<file path="src/rtl/icache_event_counters_if.sv">
`default_nettype none
// ============================================================================
//  Module   : icache_event_counters_if
//  Purpose  : Read request/response channel of the icache event counter bank.
//             The bank is the slave, the CSR/peripheral reader the master.
//  Revision : 1.0 - initial release
// ============================================================================
interface icache_event_counters_if #(
  parameter int IDX_WIDTH = 4,
  parameter int CNT_WIDTH = 32
);
  logic                 req_valid_i;
  logic                 req_ready_o;
  logic [IDX_WIDTH-1:0] req_idx_i;
  logic                 req_clear_i;
  logic                 rsp_valid_o;
  logic                 rsp_ready_i;
  logic [CNT_WIDTH-1:0] rsp_data_o;
  logic                 rsp_overflow_o;
  logic                 rsp_error_o;

  // Reader side
  modport master (
    output req_valid_i, req_idx_i, req_clear_i, rsp_ready_i,
    input  req_ready_o, rsp_valid_o, rsp_data_o, rsp_overflow_o, rsp_error_o
  );

  // Counter bank side
  modport slave (
    input  req_valid_i, req_idx_i, req_clear_i, rsp_ready_i,
    output req_ready_o, rsp_valid_o, rsp_data_o, rsp_overflow_o, rsp_error_o
  );
endinterface
`default_nettype wire

</file>
<file path="src/rtl/icache_event_counters.sv">
`default_nettype none
// ============================================================================
//  Module   : icache_event_counters
//  Purpose  : Performance counter bank for the instruction cache. One counter
//             per L0 event per fetch port plus one per L1 event, with wrap or
//             saturate overflow, sticky overflow flags, global enable/clear
//             and a valid/ready read port with optional read-and-clear.
//  Revision : 1.0 - initial release
// ============================================================================
// Event vectors follow the packed struct layouts (first member is the MSB):
//   icache_l0_events_t = {l0_miss, l0_hit, l0_prefetch, l0_double_hit, l0_stall}
//   icache_l1_events_t = {l1_miss, l1_hit, l1_stall, l1_handler_stall}
module icache_event_counters #(
  parameter int NR_FETCH_PORTS = 1,
  parameter int CNT_WIDTH      = 32,
  parameter int SATURATE       = 0
) (
  input  logic                            clk_i,
  input  logic                            rst_i,
  input  logic [NR_FETCH_PORTS-1:0][4:0]  l0_events_i,
  input  logic [3:0]                      l1_events_i,
  input  logic                            enable_i,
  input  logic                            clear_i,
  icache_event_counters_if.slave          bus
);

  localparam int NUM_CNT   = 5 * NR_FETCH_PORTS + 4;
  localparam int IDX_WIDTH = $clog2(NUM_CNT);
  localparam int L1_BASE   = 5 * NR_FETCH_PORTS;

  // Bit positions inside the packed event structs
  localparam int c_L0_MISS          = 4;
  localparam int c_L0_HIT           = 3;
  localparam int c_L0_PREFETCH      = 2;
  localparam int c_L0_DOUBLE_HIT    = 1;
  localparam int c_L0_STALL         = 0;
  localparam int c_L1_MISS          = 3;
  localparam int c_L1_HIT           = 2;
  localparam int c_L1_STALL         = 1;
  localparam int c_L1_HANDLER_STALL = 0;

  logic [NUM_CNT-1:0][CNT_WIDTH-1:0] cnt_q, cnt_d;
  logic [NUM_CNT-1:0]                ovf_q, ovf_d;

  logic                 rsp_valid_q;
  logic [CNT_WIDTH-1:0] rsp_data_q;
  logic                 rsp_overflow_q;
  logic                 rsp_error_q;

  logic [NUM_CNT-1:0]   w_events;
  logic                 w_req_ready;
  logic                 w_accept;
  logic                 w_idx_ok;
  logic [CNT_WIDTH-1:0] w_rd_data;
  logic                 w_rd_ovf;

  // Flatten the per-port L0 structs into counter order (base 5*p)
  for (genvar p = 0; p < NR_FETCH_PORTS; p++) begin : g_l0_map
    assign w_events[5*p + 0] = l0_events_i[p][c_L0_MISS];
    assign w_events[5*p + 1] = l0_events_i[p][c_L0_HIT];
    assign w_events[5*p + 2] = l0_events_i[p][c_L0_PREFETCH];
    assign w_events[5*p + 3] = l0_events_i[p][c_L0_DOUBLE_HIT];
    assign w_events[5*p + 4] = l0_events_i[p][c_L0_STALL];
  end

  assign w_events[L1_BASE + 0] = l1_events_i[c_L1_MISS];
  assign w_events[L1_BASE + 1] = l1_events_i[c_L1_HIT];
  assign w_events[L1_BASE + 2] = l1_events_i[c_L1_STALL];
  assign w_events[L1_BASE + 3] = l1_events_i[c_L1_HANDLER_STALL];

  // A new request can be taken when the response slot is empty or draining
  assign w_req_ready = !rsp_valid_q || bus.rsp_ready_i;
  assign w_accept    = bus.req_valid_i && w_req_ready;
  assign w_idx_ok    = (32'(bus.req_idx_i) < NUM_CNT);
  assign w_rd_data   = w_idx_ok ? cnt_q[bus.req_idx_i] : '0;
  assign w_rd_ovf    = w_idx_ok ? ovf_q[bus.req_idx_i] : 1'b0;

  // Next-state of every counter: global clear, then read-and-clear, then event
  always_comb begin
    cnt_d = cnt_q;
    ovf_d = ovf_q;
    for (int i = 0; i < NUM_CNT; i++) begin
      if (clear_i) begin
        cnt_d[i] = '0;
        ovf_d[i] = 1'b0;
      end else begin
        // Zeroing first lets a same-cycle event land on the cleared counter
        if (w_accept && bus.req_clear_i && w_idx_ok && (32'(bus.req_idx_i) == i)) begin
          cnt_d[i] = '0;
          ovf_d[i] = 1'b0;
        end
        if (enable_i && w_events[i]) begin
          if (cnt_d[i] == '1) begin
            ovf_d[i] = 1'b1;
            if (SATURATE == 0) begin
              cnt_d[i] = '0;
            end
          end else begin
            cnt_d[i] = cnt_d[i] + CNT_WIDTH'(1);
          end
        end
      end
    end
  end

  // Counter and overflow flag storage
  always_ff @(posedge clk_i or posedge rst_i) begin
    if (rst_i) begin
      cnt_q <= '0;
      ovf_q <= '0;
    end else begin
      cnt_q <= cnt_d;
      ovf_q <= ovf_d;
    end
  end

  // Response slot: captured on acceptance, released once consumed
  always_ff @(posedge clk_i or posedge rst_i) begin
    if (rst_i) begin
      rsp_valid_q    <= 1'b0;
      rsp_data_q     <= '0;
      rsp_overflow_q <= 1'b0;
      rsp_error_q    <= 1'b0;
    end else if (w_accept) begin
      rsp_valid_q    <= 1'b1;
      rsp_data_q     <= w_rd_data;
      rsp_overflow_q <= w_rd_ovf;
      rsp_error_q    <= !w_idx_ok;
    end else if (bus.rsp_ready_i) begin
      rsp_valid_q    <= 1'b0;
    end
  end

  assign bus.req_ready_o    = w_req_ready;
  assign bus.rsp_valid_o    = rsp_valid_q;
  assign bus.rsp_data_o     = rsp_data_q;
  assign bus.rsp_overflow_o = rsp_overflow_q;
  assign bus.rsp_error_o    = rsp_error_q;

endmodule
`default_nettype wire
</file>
<file path="src/flat_wrapper.sv">
// flat-port wrapper written by rule: the top's interface ports become plain ports
module icache_event_counters_flat 
#(
  parameter int NR_FETCH_PORTS = 1,
  parameter int CNT_WIDTH      = 32,
  parameter int SATURATE       = 0
)
  (clk_i, rst_i, l0_events_i, l1_events_i, enable_i, clear_i, bus_req_valid_i, bus_req_idx_i, bus_req_clear_i, bus_rsp_ready_i, bus_req_ready_o, bus_rsp_valid_o, bus_rsp_data_o, bus_rsp_overflow_o, bus_rsp_error_o);
  icache_event_counters_if #(.CNT_WIDTH(CNT_WIDTH)) bus_i ();
  input  logic clk_i;
  input  logic rst_i;
  input  logic [NR_FETCH_PORTS-1:0][4:0] l0_events_i;
  input  logic [3:0] l1_events_i;
  input  logic enable_i;
  input  logic clear_i;
  input wire logic [$bits(bus_i.req_valid_i)-1:0] bus_req_valid_i;
  input wire logic [$bits(bus_i.req_idx_i)-1:0] bus_req_idx_i;
  input wire logic [$bits(bus_i.req_clear_i)-1:0] bus_req_clear_i;
  input wire logic [$bits(bus_i.rsp_ready_i)-1:0] bus_rsp_ready_i;
  output wire logic [$bits(bus_i.req_ready_o)-1:0] bus_req_ready_o;
  output wire logic [$bits(bus_i.rsp_valid_o)-1:0] bus_rsp_valid_o;
  output wire logic [$bits(bus_i.rsp_data_o)-1:0] bus_rsp_data_o;
  output wire logic [$bits(bus_i.rsp_overflow_o)-1:0] bus_rsp_overflow_o;
  output wire logic [$bits(bus_i.rsp_error_o)-1:0] bus_rsp_error_o;
  assign bus_i.req_valid_i = bus_req_valid_i;
  assign bus_i.req_idx_i = bus_req_idx_i;
  assign bus_i.req_clear_i = bus_req_clear_i;
  assign bus_i.rsp_ready_i = bus_rsp_ready_i;
  assign bus_req_ready_o = bus_i.req_ready_o;
  assign bus_rsp_valid_o = bus_i.rsp_valid_o;
  assign bus_rsp_data_o = bus_i.rsp_data_o;
  assign bus_rsp_overflow_o = bus_i.rsp_overflow_o;
  assign bus_rsp_error_o = bus_i.rsp_error_o;
  icache_event_counters #(.NR_FETCH_PORTS(NR_FETCH_PORTS), .CNT_WIDTH(CNT_WIDTH), .SATURATE(SATURATE)) u_core (.clk_i(clk_i), .rst_i(rst_i), .l0_events_i(l0_events_i), .l1_events_i(l1_events_i), .enable_i(enable_i), .clear_i(clear_i), .bus(bus_i));
endmodule
</file>
<file path="config.mk">
export PLATFORM = sky130hd
export DESIGN_NAME = icache_event_counters_flat
export DESIGN_NICKNAME = d
export VERILOG_FILES = /design/src/rtl/icache_event_counters_if.sv /design/src/rtl/icache_event_counters.sv /design/src/flat_wrapper.sv
export SDC_FILE = /design/constraint.sdc
export NUM_CORES = 1
export LEC_CHECK = 0
export CORE_UTILIZATION = 60
export CTS_CLUSTER_SIZE = 30
export DETAILED_ROUTE_END_ITERATION = 10
export PLACE_DENSITY = 0.77
export REMOVE_ABC_BUFFERS = 1
export SYNTH_ARGS = -nofsm -noshare
export SYNTH_HDL_FRONTEND = slang
export SYNTH_SLANG_ARGS = --single-unit
</file>
<file path="constraint.sdc">
create_clock -name clk_i -period 24.2 [get_ports clk_i]
set_clock_uncertainty 0.2 [all_clocks]
set_input_delay 6.05 -clock clk_i [delete_from_list [all_inputs] [get_ports clk_i]]
set_output_delay 6.05 -clock clk_i [all_outputs]
set_load 0.02 [all_outputs]
</file>
* Yosys cells after proc, flatten, opt, wreduce, memory -nomap -nowiden *
Cells that the tools add are included.

word-level totals
  memories = 0
  bits in read-only memories = 0
  input bits = 20
  register bits after elaboration = 332
  output and inout bits = 36
  bits in latches = 0
  memory bits (writable) = 0
  logic and storage cells = 157

operators by class
  equal/unequal tests = 17
  $lt $le $gt $ge = 2
  $add $sub $neg = 9
  $mul = 0
  bitwise gates (word level) = 0
  muxes and demuxes = 89
  shifts and indexed selects = 0
  reduce and logical (&&, ||, !) cells = 26
  divide/modulo/power cells = 0

operators by type and width
  kind                     count
  $mux W32                 47
  $add A32 B1 Y32 const B  9
  $eq A32 B32 Y1 const B   9
  $bmux W32 S4             1
  $mux W1                  40
  $logic_and A1 B1 Y1      21
  $eq A4 B3 Y1 const B     4
  $eq A4 B2 Y1 const B     2
  $lt A4 B5 Y1 const B     1
  $bmux W1 S4              1
  $eq A4 B1 Y1 const B     1
  $eq A4 B4 Y1 const B     1
  $logic_not A4 Y1         1
  $lt A4 B4 Y1 const B     1
  $logic_not A1 Y1         2
  $reduce_bool A2 Y1       1
  $logic_or A1 B1 Y1       1

* Depth between registers and ports, before layout *
Gate-level depths: netlist (run 1).

  word-level depth = 12
  gate-level depth with buffers = 15

* Worst setup path after synthesis (run 1) *
No wires, ideal clock.

  kind = input port to output port
  from = input port bus_rsp_ready_i
  to = output port bus_req_ready_o
  slack = 11188 ps
  buffers on the path = 3
  arrival time = 6762 ps
  stages on the path = 5
  cell sequence = nor2b_1 -> buf_4 -> inv_2 -> buf_2 -> buf_2

on the way
  cells in the longest elaborated chain, start to end = 1

ends and longest elaborated chain
  item                RTL line                     RTL
  from (decl)         flat_wrapper.sv:19           input wire logic [$bits(bus_i.rsp_ready_i)-1:0] bus_rsp_ready_i;
  $logic_or A1 B1 Y1  icache_event_counters.sv:72  assign w_req_ready = !rsp_valid_q || bus.rsp_ready_i;
  to (decl)           flat_wrapper.sv:20           output wire logic [$bits(bus_i.req_ready_o)-1:0] bus_req_ready_o;

Every way passes these cells.

* Final worst setup path (run 1) *
Ends and elaborated chain as after synthesis.

==> results of run 1 <==
## path summary, 6_finish.rpt
| check | startpoint | end | slack, ns | cells after the start |
|---|---|---|---|---|
| worst min-delay path | u_core.bus.rsp_error_o$_DFFE_PP0P_ | u_core.bus.rsp_error_o$_DFFE_PP0P_ | 0.28 | 2 |
| min in group asynchronous | rst_i | u_core.cnt_q[230]$_DFF_PP0_ | 5.88 | 2 |
| worst max register to register | u_core.bus.rsp_valid_o$_DFFE_PP0P_ | u_core.cnt_q[37]$_DFF_PP0_ | 19.55 | 11 |
| max in group asynchronous | rst_i | u_core.cnt_q[147]$_DFF_PP0_ | 16.31 | 3 |
| worst max-delay path | bus_rsp_ready_i | bus_req_ready_o | 10.15 | 5 |
| worst min register to register | u_core.bus.rsp_error_o$_DFFE_PP0P_ | u_core.bus.rsp_error_o$_DFFE_PP0P_ | 0.28 | 2 |
## report_power, final
group          internal [mW]  switching, mW
clock network          0.348          0.235
logic                 0.0163         0.0451
registers              0.557        0.00222
total                  0.922          0.282
## final cells by class
class                      instances  area share
clock buffer                      64     0.05641
tap                              402     0.02360
inverter                          33    0.006163
multi-input combinational       1556      0.4864
timing repair buffer              83     0.03534
clock inverter                     5    0.002348
sequential                       332      0.3898
## worst max-delay path, stage by stage
cell,delay (ns)
clkdlybuf4s50_1,0.45
nor2b_1,0.05
buf_4,0.18
inv_2,0.35
clkdlybuf4s50_1,0.71
## placed cells by master (no fill, tap or decap), drive strengths merged, types with 27 or more instances in the layout
cell type,netlist,layout
buf,39,30
o31ai,27,27
xor2,85,85
a22oi,66,66
dfrtp,332,332
and3,38,38
and2,38,38
nor4,30,30
mux4,66,66
nand2,175,175
a21oi,103,103
clkbuf,54,64
xnor2,95,95
nand4,119,119
inv,32,32
o21ai,102,102
nor3,42,42
nand3,120,120
or3,56,56
or4,27,27
nor2,235,235
clkdlybuf4s50,0,53
## flip-flops by register name, summed over array words and instances (netlist names)
signal and cells:
u_core.bus.rsp_data_o 32, u_core.bus.rsp_error_o 1, u_core.bus.rsp_overflow_o 1, u_core.bus.rsp_valid_o 1, u_core.cnt_q 288, u_core.ovf_q 9
## metrics by stage
stage,utilization,instances,worst slack (ns)
final,0.6772,2475,10.15
after global routing,0.6772,2475,10.10
after CTS,0.6772,2475,10.18
after detailed placement,0.6374,2406,10.19
after global placement,0.6374,2406,10.19
after floorplan,-,1921,8.754
## logic make-up (layout without fill, tap and decap cells)
logic type      count (synthesis)  count (layout)
mux                            68              68
compound gates                363             363
xor+xnor                      180             180
buf+inv                       126             185
flops                         332             332
simple gates                  936             936
fa+ha+maj                       9               9
## per-layer routing
layer,up-vias,part of all wire
met5,-,0
met4,0,0.043
met3,159,0.078
met2,819,0.50
met1,8385,0.38
li1,7514,-
==> run metrics, run 1 <==
layout cell share with drive strength beyond 1 0.09407; post-route ant nets 0; pwr dens 56.47 mW/mm²; top cells by area, synth dfrtp_1, mux4_2, nor2_1, xnor2_1, xor2_1; Horiz. Die Dim 180.9 µm; multi-input logic area between 0.01 and 0.015 mm²; Root Buffer clkbuf_16; Post-Synth XOR/XNOR Area 0.08214; DRC 2; GR peak layer met2; most instantiated cells after synthesis dfrtp_1, nor2_1, nand2_1; fin crit share 0.5808; final number of hold-violating endpoints 0; status finished with violations; post-CTS resize count 0; Post-DP HPWL 40,520 µm; max-cap viol count 0; Final setup violation count 0; top-area cell type share of the netlist area 0.4329; Peak Freq a little over 70 MHz; clk sink count 332; critical path class input port to output pin; crit path launch type input port; hold slack 0.2850 ns; Power, Total 1.204 mW; Worst Max-Slew Pin Slew about 1.1 ns; total CTS buffers 38; Clock transition at path regs 0.05 ns; adder and majority gate portion of the synthesized area 0.005867; Syn Area/Cell around 9.5 µm²; worst-path fanout max 25; grt met3 use 0.04414; Netlist cell types 75; Critical Path RT between 15 and 20 ns; initial drt markers 1,842; die height 180.9 µm; Worst Path Arrival ~7.8 ns; vias after detailed routing 16.88k; violated checks design-rule violations; GR Util All Layers 0.3493; core area 0.03147 mm²; vias in the first global route 16.20k; NumNets Final 2,073; RSZ-0062 raised after global routing no; Syn Inst Count 2,014; clk buf depth 3; fillers approximately 2.5k; register area 0.008308 mm²; met1 Usage GRT 0.4535; most frequent cell after synthesis dfrtp_1; Seq/Total Area, Yosys 0.4329; initial antenna violation count 0; min cycle time layout 14.05 ns; row count 65; Initial Utilization 0.6098; vias per cell between 6 and 7; IO buf count 55; YS warnings 0; grt ovf 0; first-pass GRT wire length 89,130 µm; Worst-Skew Late Latency 0.55 ns; placer's final routability congestion estimate 0.9618; Routed Wire Length 56,270 µm; First-pass DRT Iterations 9; Slew Viols, Final 0; EDFF count, synth 0; Global Route met2 Usage 0.5907; fin area around 0.021 mm²; commonest register cell after synthesis dfrtp_1; post-synthesis simple-gate area fraction 0.2531; relative slew slack 0.2578; leakage power 8.030 nW; WL/cell 22.74 µm; Layout area overhead 11.06%; Die ar. 0.03271 mm²; Synth Register Bits 332; Hold Path Class register to register; TNS Setup 0 ns; largest family of logic cells by synthesized area simple AND/OR/NAND/NOR gates; mapped cell area approximately 0.019 mm²; Post-CTS Hold Fix Bufs 0; # diodes 0; H-tree Lvls 2; peak supply drop 0.06077 mV; fraction of registers with async set/reset 1.000; Setup Fix Bufs, Post-CTS 0; CTS tree done; Boundary Pins 56; DP Area 0.02006 mm²; Critical Path End Type output pin; mux share of post-synthesis cell area 0.07869; largest net degree at the start of global routing 127; cell taking the most area after synthesis dfrtp_1; Synth Area in Compound Gates 0.1196
Power figures use the tool's default switching activity.
==> run 2: changes to the inputs <==
==> constraint.sdc (replaced) <==
create_clock -name clk_i -period 14.35 [get_ports clk_i]
set_clock_uncertainty 0.2 [all_clocks]
set_input_delay 3.5875 -clock clk_i [delete_from_list [all_inputs] [get_ports clk_i]]
set_output_delay 3.5875 -clock clk_i [all_outputs]
set_load 0.02 [all_outputs]
==> run 2 against run 1 <==
The flow still finishes with violations (design-rule violations). Cell count about the same. Cell area about the same. Non-clock buffer count up 2. Clock power up 67%. Via count down 0.73%. Critical path depth unchanged. Largest power group unchanged. Highest routed layer unchanged.
==> run metrics, run 2 (synthesis gave the netlist of run 1 again) <==
CP max stage delay 0.71 ns (about the same); violated checks design-rule violations; fillers 2,473 (+0.61%); worst-path fanout max 25 (unchanged); die height 180.9 µm (unchanged); First-pass DRT Iterations 9 (unchanged); Die ar. 0.03271 mm² (unchanged); row count 65 (unchanged); pwr dens 94.73 mW/mm² (+68%); layout cell share with drive strength beyond 1 0.09735 (+0.003283); Worst Max-Slew Pin Slew 1.222 ns (+0.1206 ns); vias after detailed routing 16.75k (-0.73%); Worst Path Arrival 5.35 ns (-2.45 ns); Post-DP HPWL 40,880 µm (+0.87%); Critical Path End Type output pin; WL/cell 22.85 µm (+0.49%); clk buf depth 3 (unchanged); Initial Utilization 0.6098 (unchanged); CTS tree done; core area 0.03147 mm² (unchanged); Final setup violation count 0 (unchanged); Clock transition at path regs 0.06 ns (about the same); largest net degree at the start of global routing 133 (+4.7%); placer's final routability congestion estimate 0.9623 (about the same); P_int 1.536 mW (+67%); Setup Fix Bufs, Post-CTS 0 (unchanged); slowest cell on the critical path clkdlybuf4s50_1; multi-input logic area 0.01037 mm² (unchanged); leakage power 8.039 nW (+0.12%); combinational share of power 0.051 (about the same); H-tree Lvls 2 (unchanged); Net Sw Frac 0.2396 (+0.005271); # diodes 0 (unchanged); fin crit share 0.6368; crit path launch type input port; Hold Path Class register to register; initial drt markers 1,838 (-0.22%); max-cap viol count 0 (unchanged); Root Buffer clkbuf_16; vias in the first global route 16.45k (+1.6%); critical path, cell by cell clkdlybuf4s50_1 -> nor2b_1 -> buf_4 -> inv_2 -> clkdlybuf4s50_1; status finished with violations; vias per cell 6.764 (-0.81%); post-route ant nets 0 (unchanged); initial antenna violation count 0 (unchanged); peak supply drop 0.07688 mV (+27%); Final Util 0.6773 (about the same); crit-path most repeated cell clkdlybuf4s50_1; Peak Freq 109.4 MHz; Horiz. Die Dim 180.9 µm (unchanged); register share of total power 0.467 (+0.002); Layout area overhead 11.08% (about the same); Top reg by flops u_core.cnt_q; Post-CTS Hold Fix Bufs 0 (unchanged); post-CTS resize count 0 (unchanged); first-pass GRT wire length 89,700 µm (+0.64%); Worst-Skew Late Latency 0.55 ns (about the same); Boundary Pins 56 (unchanged); Critical Path RT 10.56 ns (-7.39 ns); RSZ-0062 raised after global routing no; Routed Wire Length 56,600 µm (+0.57%); grt ovf 0 (unchanged); TNS Setup 0 ns (unchanged); clock power share 0.481 (-0.003); IO buf count 55 (unchanged); Slew Viols, Final 0 (unchanged); GR Util All Layers 0.3514 (+0.002116); total CTS buffers 39 (+2.6%); DRC 2 (unchanged); relative slew slack 0.1782 (-0.07959); NumNets Final 2,076 (+0.14%); clk sink count 332 (unchanged); min cycle time layout slightly above 9 ns; sw power 0.4838 mW (+72%); critical path class input port to output pin; commonest cells after routing, fill and taps aside dfrtp_1, nor2_1, nand2_1, nand3_1, nand4_1; Largest register FFs 288 (unchanged); register area 0.008308 mm² (unchanged); final number of hold-violating endpoints 0 (unchanged); commonest non-fill, non-tap cell in the layout dfrtp_1
[run 2: cell types whose count changed in the layout (fill, tap and decap cells not counted), sizes merged]
| cell | before | now |
|---|---|---|
| buf | 30 | 32 |
| clkinv | 5 | 6 |
| bufinv | 1 | 0 |
| inv | 32 | 35 |
| clkbuf | 64 | 61 |
[run 2: cell type report]
| class | count | area share |
|---|---|---|
| multi-input cells | 1556 | 0.4863 |
| flip-flops and latches | 332 | 0.3897 |
| clock buffers | 61 | 0.05576 |
| repair buffers | 85 | 0.03604 |
| well taps | 402 | 0.02359 |
| inverters | 33 | 0.006163 |
| clock inverters | 8 | 0.002406 |
[run 2: worst max-delay path, delay by kind of cell]
family                 cells  cell delay (ns)
buffers and inverters      4             1.71
and+or+nand+nor            1             0.04
[run 2: layer usage]
metal  vias up  GRT usage  share of wire
met5         -          0              0
met2       736     0.5946           0.49
met4         0     0.1562          0.045
met3       172    0.05221          0.076
met1      8331     0.4495           0.39
li1       7515          -              -
[run 2: path summary, 6_finish.rpt]
path | start | end | slack (ns) | cells past startpoint
max in group asynchronous | rst_i | u_core.cnt_q[55]$_DFF_PP0_ | 8.94 | 3
worst min-delay path | u_core.ovf_q[0]$_DFF_PP0_ | u_core.ovf_q[0]$_DFF_PP0_ | 0.29 | 1
min in group asynchronous | rst_i | u_core.cnt_q[198]$_DFF_PP0_ | 3.50 | 2
worst min register to register | u_core.ovf_q[0]$_DFF_PP0_ | u_core.ovf_q[0]$_DFF_PP0_ | 0.29 | 1
worst max register to register | u_core.bus.rsp_valid_o$_DFFE_PP0P_ | u_core.cnt_q[47]$_DFF_PP0_ | 9.82 | 11
worst max-delay path | bus_rsp_ready_i | bus_req_ready_o | 5.21 | 5
[run 2: power by group through the flow]
stage / Sequential, mW / Combinational (mW) / Clock [mW]
finish: 0.944 / 0.104 / 0.972
global route: 0.944 / 0.113 / 1.02
CTS: 0.944 / 0.104 / 0.982
detailed placement: 0.961 / 0.104 / 0
global placement: 0.961 / 0.102 / 0
floorplan: 0.961 / 0.0531 / 0
[run 2: through the flow]
| step | cells | total power [mW] | worst slack, ns | hold slack [ns] | cell area [µm²] |
|---|---|---|---|---|---|
| CTS | 2477 | 2.029 | 5.254 | 0.2920 | 21320 |
| detailed placement | 2408 | 1.064 | 5.276 | 0.2790 | 20080 |
| global route | 2477 | 2.072 | 5.183 | 0.3174 | 21320 |
| floorplan | 1921 | 1.014 | 1.366 | 0.2573 | 18790 |
| finish | 2477 | 2.020 | 5.212 | 0.2938 | 21320 |
| global placement | 2408 | 1.062 | 5.272 | 0.2728 | 20080 |
==> run 3: changes to the inputs <==
==> constraint.sdc (replaced) <==
create_clock -name clk_i -period 8.7 [get_ports clk_i]
set_clock_uncertainty 0.2 [all_clocks]
set_input_delay 2.175 -clock clk_i [delete_from_list [all_inputs] [get_ports clk_i]]
set_output_delay 2.175 -clock clk_i [all_outputs]
set_load 0.02 [all_outputs]
==> run 3 against run 2 <==
The flow still finishes with violations (design-rule violations). Register-to-register slack got worse by 5.6 ns. Sequential share of layout area down 0.18 points. Die area did not move. Setup slack worse by 2.8 ns. Combinational power rose by 65%. Count of clock-buffer cells in the layout is 7 lower. Cell count about the same. First-iteration DRC count shrank 14%. Cell area up 0.45%. Global-route usage up 1.7 points. Flip-flop and latch count is the same. Critical path type unchanged.
==> run metrics, run 3 (synthesis gave the netlist of run 1 again) <==
Worst Path Buf+Inv 4 (unchanged); post-route ant nets 0 (unchanged); Final setup violation count 0 (unchanged); CTS tree done; Slew Viols, Final 0 (unchanged); Worst-Skew Late Latency 0.55 ns (about the same); Power, Total 3.437 mW (+70%); first-pass GRT wire length 93,690 µm (+4.4%); vias after detailed routing 16.88k (+0.73%); commonest cells after routing, fill and taps aside dfrtp_1, nor2_1, nand2_1, nand3_1, nand4_1; largest net degree at the start of global routing 163 (+23%); layout cell share with drive strength beyond 1 0.09797 (+0.0006236); Post-CTS Hold Fix Bufs 0 (unchanged); status finished with violations; Routed Wire Length 58,620 µm (+3.6%); worst-path fanout max 25 (unchanged); final number of hold-violating endpoints 0 (unchanged); Clock transition at path regs 0.05 ns (about the same); pwr dens 160.5 mW/mm² (+69%); fillers 2,453 (-0.81%); Peak Freq 158.3 MHz; commonest non-fill, non-tap cell in the layout dfrtp_1; Layout area overhead 11.58%; CP max stage delay 0.72 ns (about the same); crit-path most repeated cell clkdlybuf4s50_1; H-tree Lvls 2 (unchanged); die height 180.9 µm (unchanged); cell family with the largest share of critical-path delay buffers and inverters; Root Buffer clkbuf_16; WL/cell 23.69 µm (+3.7%); crit path launch type input port; critical path, cell by cell clkdlybuf4s50_1 -> nor2b_1 -> buf_4 -> inv_2 -> clkdlybuf4s50_1; NumNets Final 2,076 (unchanged); Top reg by flops u_core.cnt_q; Initial Utilization 0.6098 (unchanged); fin area 0.02141 mm² (+0.45%); Largest register FFs 288 (unchanged); leakage power 8.088 nW (+0.60%); relative slew slack 0.2708 (+0.09256); GR Util All Layers 0.3686 (+0.01714); slowest cell on the critical path clkdlybuf4s50_1; row count 65 (unchanged); max-cap viol count 0 (unchanged); Critical Path RT 6.33 ns (-4.23 ns); Horiz. Die Dim 180.9 µm (unchanged); Setup Fix Bufs, Post-CTS 0 (unchanged); post-CTS resize count 0 (unchanged); total CTS buffers 39 (unchanged); initial antenna violation count 1 (+1); DRC 2 (unchanged); Worst Max-Slew Pin Slew 1.085 ns (-0.1377 ns); Boundary Pins 56 (unchanged); RSZ-0062 raised after global routing no; critical path class input port to output pin; min cycle time layout 6.319 ns; IO buf count 55 (unchanged); violated checks design-rule violations; grt ovf 0 (unchanged); vias per cell 6.819 (+0.81%); placer's final routability congestion estimate 0.9523 (-1.0%); clk buf depth 3 (unchanged); initial drt markers 1,578 (-14%); Die ar. 0.03271 mm² (unchanged); Worst Path Arrival 3.94 ns (-1.41 ns); vias in the first global route 16.59k (+0.87%); Critical Path End Type output pin; fin crit share 0.7263; core area 0.03147 mm² (unchanged); clk sink count 332 (unchanged); Hold Path Class register to register; DP Area 0.02009 mm² (about the same); Post-DP HPWL 42,710 µm (+4.5%); First-pass DRT Iterations 9 (unchanged); peak supply drop 0.1693 mV (+120%)
[run 3: cell types whose count changed in the layout (fill, tap and decap cells not counted)]
cell / delta
clkbuf_1: -4
inv_6: -3
bufinv_16: +4
diode_2: +1
clkbuf_16: +2
clkbuf_8: -5
clkinv_2: +2
buf_12: +1
inv_8: +1
buf_4: -1
[run 3: worst paths after layout]
kind / end / startpoint / cells after the start / slack (ns)
max in group asynchronous: u_core.cnt_q[218]$_DFF_PP0_ / rst_i / 3 / 4.95
min in group asynchronous: u_core.cnt_q[198]$_DFF_PP0_ / rst_i / 2 / 1.99
worst min register to register: u_core.bus.rsp_error_o$_DFFE_PP0P_ / u_core.bus.rsp_error_o$_DFFE_PP0P_ / 2 / 0.29
worst min-delay path: u_core.bus.rsp_error_o$_DFFE_PP0P_ / u_core.bus.rsp_error_o$_DFFE_PP0P_ / 2 / 0.29
worst max register to register: u_core.cnt_q[49]$_DFF_PP0_ / u_core.bus.rsp_valid_o$_DFFE_PP0P_ / 11 / 4.21
worst max-delay path: bus_req_ready_o / bus_rsp_ready_i / 5 / 2.38
[run 3: worst min-delay path, stage by stage, from the launching register on]
cell and delay (ns):
dfrtp_1 0.35, nand2_1 0.05, o21ai_0 0.06
[run 3: report_power, final]
| part | leakage, nW | internal [mW] | total (mW) | switching, mW |
|---|---|---|---|---|
| Combinational | 2.80 | 0.0466 | 0.172 | 0.126 |
| Clock | 0.659 | 1.04 | 1.71 | 0.665 |
| Sequential | 4.63 | 1.55 | 1.56 | 0.00718 |
[run 3: metrics by stage]
step	worst slack (ns)	instances	hold WS [ns]	util	TNS (ns)
2_1_floorplan	-2.871	1921	0.2573	-	-953.33
3_3_place_gp	2.184	2408	0.2692	0.6383	0
3_5_place_dp	2.116	2408	0.2785	0.6383	0
4_1_cts	2.415	2474	0.2907	0.6803	0
5_1_grt	2.316	2475	0.3104	0.6804	0
6_report	2.381	2475	0.2873	0.6804	0
[run 3: area by class of cell]
type,count,area (µm²),area share
inverters,33,131.4,0.006135
clock buffers,54,1155,0.05393
well taps,402,503.0,0.02349
multi-input cells,1556,10370,0.4841
diodes,1,2.502,0.0001169
flip-flops and latches,332,8308,0.3880
clock inverters,12,166.4,0.007771
repair buffers,85,780.7,0.03646
[run 3: per-layer routing]
layer / vias up / part of all wire / track usage
met3: 199 / 0.076 / 0.05483
met2: 822 / 0.48 / 0.6114
met1: 8338 / 0.39 / 0.4737
met4: 0 / 0.052 / 0.1839
met5: - / 0 / 0
li1: 7517 / - / -
